`src/rtl/fpa_rr_scheduler.sv`:
```
// rtl/fpa_rr_scheduler.sv - round-robin scheduler sharing one multi-cycle FP adder among N_REQ requesters
// Optional adder-done timeout abort enabled by defining FPA_SCHED_TIMEOUT_EN.
module fpa_rr_scheduler #(
    parameter int N_REQ   = 4,
    parameter int W       = 32,
    parameter int TIMEOUT = 64
) (
    input  logic               clk,
    input  logic               reset,
    input  logic [N_REQ-1:0]   req_valid,
    output logic [N_REQ-1:0]   req_ready,
    input  logic [N_REQ*W-1:0] req_a,
    input  logic [N_REQ*W-1:0] req_b,
    output logic [N_REQ-1:0]   rsp_valid,
    output logic [W-1:0]       rsp_result,
    output logic               rsp_ovf,
    output logic               rsp_err,
    output logic               fpa_start,
    output logic [W-1:0]       fpa_a,
    output logic [W-1:0]       fpa_b,
    input  logic               fpa_done,
    input  logic [W-1:0]       fpa_result,
    input  logic               fpa_ovf,
    output logic               busy,
    output logic [2:0]         grant_id
);

    typedef enum logic [1:0] {IDLE = 2'd0, ISSUE = 2'd1, WAIT = 2'd2, RESP = 2'd3} state_t;

    state_t         state_q, state_d;
    logic [2:0]     ptr_q, ptr_d, grant_q, grant_d;
    logic [W-1:0]   a_q, a_d, b_q, b_d, res_q, res_d;
    logic           ovf_q, ovf_d;

    logic [7:0]     valid_pad;
    logic [3:0]     cand;
    logic           found;
    logic [2:0]     win;
    logic [W-1:0]   win_a, win_b;
    logic           in_resp;

`ifdef FPA_SCHED_TIMEOUT_EN
    localparam int CW = $clog2(TIMEOUT + 1);
    logic [CW-1:0]  cnt_q, cnt_d;
    logic           err_q, err_d;
    logic           timeout;
    assign timeout = (cnt_q == CW'(TIMEOUT - 1));
`else
    logic           unused_timeout;
    assign unused_timeout = (TIMEOUT > 0);
`endif

    // Search upward from ptr, wrapping modulo N_REQ; first valid requester wins.
    always_comb begin
        valid_pad = 8'(req_valid);
        found     = 1'b0;
        win       = '0;
        cand      = '0;
        for (int k = 0; k < N_REQ; k++) begin
            cand = {1'b0, ptr_q} + 4'(k);
            if (cand >= 4'(N_REQ)) cand = cand - 4'(N_REQ);
            if (!found && valid_pad[cand[2:0]]) begin
                found = 1'b1;
                win   = cand[2:0];
            end
        end
    end

    always_comb begin
        win_a = '0;
        win_b = '0;
        for (int i = 0; i < N_REQ; i++) begin
            if (win == 3'(i)) begin
                win_a = req_a[i*W +: W];
                win_b = req_b[i*W +: W];
            end
        end
    end

    always_comb begin
        state_d = state_q;
        ptr_d   = ptr_q;
        grant_d = grant_q;
        a_d     = a_q;
        b_d     = b_q;
        res_d   = res_q;
        ovf_d   = ovf_q;
`ifdef FPA_SCHED_TIMEOUT_EN
        cnt_d   = cnt_q;
        err_d   = err_q;
`endif
        case (state_q)
            IDLE: begin
                if (found) begin
                    a_d     = win_a;
                    b_d     = win_b;
                    grant_d = win;
                    state_d = ISSUE;
                end
            end
            ISSUE: begin
                state_d = WAIT;
`ifdef FPA_SCHED_TIMEOUT_EN
                cnt_d   = '0;
`endif
            end
            WAIT: begin
                // A done coinciding with the timeout cycle still yields a normal response.
                if (fpa_done) begin
                    res_d   = fpa_result;
                    ovf_d   = fpa_ovf;
                    state_d = RESP;
`ifdef FPA_SCHED_TIMEOUT_EN
                    err_d   = 1'b0;
`endif
                end
`ifdef FPA_SCHED_TIMEOUT_EN
                else if (timeout) begin
                    res_d   = '0;
                    ovf_d   = 1'b0;
                    err_d   = 1'b1;
                    state_d = RESP;
                end else begin
                    cnt_d   = cnt_q + CW'(1);
                end
`endif
            end
            RESP: begin
                ptr_d   = (grant_q == 3'(N_REQ - 1)) ? 3'd0 : grant_q + 3'd1;
                state_d = IDLE;
            end
            default: state_d = IDLE;
        endcase
    end

    always_ff @(posedge clk) begin
        if (reset) begin
            state_q <= IDLE;
            ptr_q   <= '0;
            grant_q <= '0;
            a_q     <= '0;
            b_q     <= '0;
            res_q   <= '0;
            ovf_q   <= 1'b0;
`ifdef FPA_SCHED_TIMEOUT_EN
            cnt_q   <= '0;
            err_q   <= 1'b0;
`endif
        end else begin
            state_q <= state_d;
            ptr_q   <= ptr_d;
            grant_q <= grant_d;
            a_q     <= a_d;
            b_q     <= b_d;
            res_q   <= res_d;
            ovf_q   <= ovf_d;
`ifdef FPA_SCHED_TIMEOUT_EN
            cnt_q   <= cnt_d;
            err_q   <= err_d;
`endif
        end
    end

    assign in_resp    = (state_q == RESP);
    assign req_ready  = (state_q == IDLE && found) ? ({{(N_REQ-1){1'b0}}, 1'b1} << win) : '0;
    assign rsp_valid  = in_resp ? ({{(N_REQ-1){1'b0}}, 1'b1} << grant_q) : '0;
    assign rsp_result = in_resp ? res_q : '0;
    assign rsp_ovf    = in_resp & ovf_q;
`ifdef FPA_SCHED_TIMEOUT_EN
    assign rsp_err    = in_resp & err_q;
`else
    assign rsp_err    = 1'b0;
`endif
    assign fpa_start  = (state_q == ISSUE);
    assign fpa_a      = a_q;
    assign fpa_b      = b_q;
    assign busy       = (state_q != IDLE);
    assign grant_id   = grant_q;

endmodule

```
`config.mk`:
```
export PLATFORM = sky130hd
export DESIGN_NAME = fpa_rr_scheduler
export DESIGN_NICKNAME = d
export VERILOG_FILES = /design/src/rtl/fpa_rr_scheduler.sv
export SDC_FILE = /design/constraint.sdc
export NUM_CORES = 1
export LEC_CHECK = 0
export ABC_CLOCK_PERIOD_IN_PS = 3900
export CORE_AREA = 2 2 159 161
export DETAILED_ROUTE_END_ITERATION = 6
export DIE_AREA = 0 0 161 163
export HOLD_SLACK_MARGIN = 0.02
export PLACE_DENSITY = 0.73
export SYNTH_ARGS = -nofsm -noshare
export SYNTH_HDL_FRONTEND = slang
export SYNTH_SLANG_ARGS = --single-unit
```
`constraint.sdc`:
```
create_clock -name clk -period 3.9 [get_ports clk]
set_input_delay 0.975 -clock clk [delete_from_list [all_inputs] [get_ports clk]]
set_output_delay 0.975 -clock clk [all_outputs]
set_load 0.05 [all_outputs]
```
==> summary.txt <==
Timing
  – Relative slew slack: 0.2314
  – Worst hold slack: 0.4502 ns
  – RSZ-0062 raised after global routing: false
  – Clk_skew: 0.008240 ns
  – Fmax: 0.2636 GHz
  – Final Slew Violations: 0
  – Fin crit share: 0.9728
  – Final WS setup: 0.1061 ns
  – Final worst path period need: 3.794 ns
  – Setup violators final: 0
  – Worst slew pin tran: 1.150 ns
  – Final hold viol count: 0

Critical path
  – Worst Path Required: 2.92 ns
  – Worst Path Arrival: 2.82 ns
  – FF-to-FF Start: ptr_q[1]
  – Endpoint class of the critical path: primary output
  – CP startpoint kind: primary input
  – Max FO, Critical Path: 7
  – Reg-to-reg slack, setup: 0.47 ns
  – Reg-to-Reg End: fpa_b[11]
  – FF-to-FF path depth: 12
  – CP Class: in -> out

Synth
  – Distinct cell type count of the synthesized netlist: 46
  – Mapped cell area: 0.006504 sq mm
  – #FFs+latches synth: 105
  – Synth warnings: 0
  – Synth area leaders: dfxtp_1 32%, nand4_1 11%, nand2_1 7.8%
  – Area share of the largest cell type after synthesis: 0.3232
  – Syn Inst Count: 840
  – Syn nets: 1147
  – Synth area leader: dfxtp_1
  – Seq/Total Area, Yosys: 0.3232
  – Avg Cell Area, Syn: 7.743 sq um

Place
  – I/O Buffers: 405
  – Post-DP HPWL: 20.12 mm
  – Placed inst area: 0.01096 sq mm
  – Setup WS pre-CTS: -0.3665 ns
  – RD Place Congestion: 0.8523
  – DP Cell Count: 1519

Hold path
  – Hold depth: 2
  – Worst Hold Path EP: ovf_q
  – Hold path start: ovf_q
  – Hold Crit Class: reg -> reg

Power
  – Power Dens Cells: 633.2 mW/mm^2
  – LEAKAGE: 4.126 nW
  – Peak supply drop: 429.8 uV

GRT
  – Initial antenna violation count: 0
  – Gr ovfl total: 0
  – Largest net degree at the start of global routing: 90
  – First-pass GRT wire length: 40.71 mm
  – All-layer global routing usage: 0.1967
  – Number of global-route vias before repair: 7349

Floorplanning
  – Die Wd: 161 um
  – Starting Density: 0.2636
  – Die height: 163 um
  – Full die area: 0.02624 sq mm
  – Rows: 58
  – Core box area: 0.02467 sq mm
  – I/O Pins: 407

Cells and area
  – Final net count: 1509
  – Multi-input logic area: 0.004010 sq mm
  – Register area: 0.002102 sq mm
  – ANT cells: 0
  – Fill count: 2441
  – Commonest non-fill, non-tap cell in the layout: clkdlybuf4s50_1
  – Post-route cell area: 0.01129 sq mm
  – Layout cells sized above 1: 0.07374
  – Layout Cells excl Fill: 1537
  – Area grow syn2layout: 73.60%
  – Commonest non-fill, non-tap cells in the layout: 397 x clkdlybuf4s50_1, 135 x nand2_1, 112 x nand4_1

Flow run
  – Maximum Capacitance Violations: 0

Detailed routing
  – DRT antenna net count: 0
  – Vias per cell: 5.081
  – Vias: 7810
  – Total Wirelength: 27.62 mm
  – DR iter-0 viols: 630
  – Post-route DRC: 0
  – First-pass DRT Iterations: 5
  – WL per Instance: 17.97 um

Clock network
  – Clk_lat worst skew: 0.36 ns
  – CTS Hold Bufs: 0
  – Worst-path clk slew: 0.07 ns
  – Clock Path Buffers: 2
  – CTS buffer count: 9
  – # H-tree levels: 3
  – TritonCTS clock tree: yes
  – Root Buffer: clkbuf_16
  – CTS sink cnt: 105

Outcome
  – Outcome: completed
[metrics by stage]
step / setup TNS (ns) / power (mW) / util
floorplan: 0 / 4.489 / -
global placement: -6.828 / 6.115 / 0.4441
detailed placement: -7.778 / 6.166 / 0.4441
CTS: 0 / 7.201 / 0.4571
global route: 0 / 7.522 / 0.4576
finish: 0 / 7.149 / 0.4576
[critical path, cell delays in order]
cell and delay [ns]:
buf_2 0.13, mux4_2 0.49, a221o_1 0.30, buf_4 0.14, buf_4 0.13, o31a_1 0.25
nand2_1 0.19, nor2_4 0.06, buf_12 0.15
[cell families after synthesis]
family / synth area share
AOI/OAI and AO/OA: 0.2084
adders and majority gates: 0.02116
buffers and inverters: 0.07310
DFF: 0.3232
muxes: 0.06502
other: 0.0005766
and+or+nand+nor: 0.3086
[registers in the layout (all words and copies together) (netlist names)]
name	count
fpa_a	32
state_q	2
fpa_b	32
res_q	32
ptr_q	3
grant_id	3
ovf_q	1
[routing by layer]
metal,vias up,GRT usage,wire length (um)
met4,0,0.08279,903
met3,57,0.04966,2161
met1,3623,0.2471,11510
li1,3767,-,-
met5,-,0,0
met2,363,0.3213,13040
[power breakdown]
part | internal, mW | switching (mW)
registers | 1.46 | 0.215
clock network | 0.512 | 0.477
logic | 1.63 | 2.85
[final cells by class]
class | count | area share
clock inverters | 7 | 0.007535
repair buffers | 443 | 0.3920
clock buffers | 9 | 0.01995
inverters | 8 | 0.002660
well taps | 330 | 0.03657
multi-input cells | 635 | 0.3552
flip-flops and latches | 105 | 0.1862
[repair_timing]
item,CTS,global route
endpoints found under the setup margin,4,1
buffers inserted,2,0
resized for setup,22,2
endpoints found under the hold margin,0,0
pin swaps,4,1
[Yosys cell counts (all sizes together)]
| cell | n |
|---|---|
| buf | 30 |
| nand3 | 1 |
| a21o | 1 |
| o211ai | 27 |
| or2 | 1 |
| clkbuf | 62 |
| o31ai | 2 |
| mux2 | 4 |
| or4 | 1 |
| conb | 1 |
| a21oi | 35 |
| nand3b | 1 |
| nor2b | 4 |
| nor3 | 3 |
| and3 | 64 |
| a211o | 1 |
| o31a | 1 |
| nand2 | 136 |
| o21a | 1 |
| a2111o | 1 |
| a221o | 2 |
| a21boi | 64 |
| a311oi | 1 |
| and2 | 42 |
| o21ai | 65 |
| ha | 11 |
| a2111oi | 1 |
| o221a | 1 |
| nor2 | 11 |
| mux2i | 31 |
| a211oi | 1 |
| inv | 8 |
| nand2b | 3 |
| dfxtp | 105 |
| mux4 | 3 |
| a22o | 1 |
| nand4 | 112 |
| a32oi | 1 |
[worst max path at each step]
stage | endpoint | slack (ns) | cells past startpoint | start
finish | req_ready[3] | 0.11 | 9 | req_valid[3]
global route | req_ready[3] | 0.04 | 8 | ptr_q[1]
CTS | req_ready[3] | 0.02 | 7 | req_valid[3]
detailed placement | req_ready[0] | -0.37 | 9 | req_valid[2]
global placement | req_ready[2] | -0.34 | 7 | req_valid[3]
floorplan | req_ready[2] | 0.007 | 12 | ptr_q[0]
(Power assumes the default switching activity.)
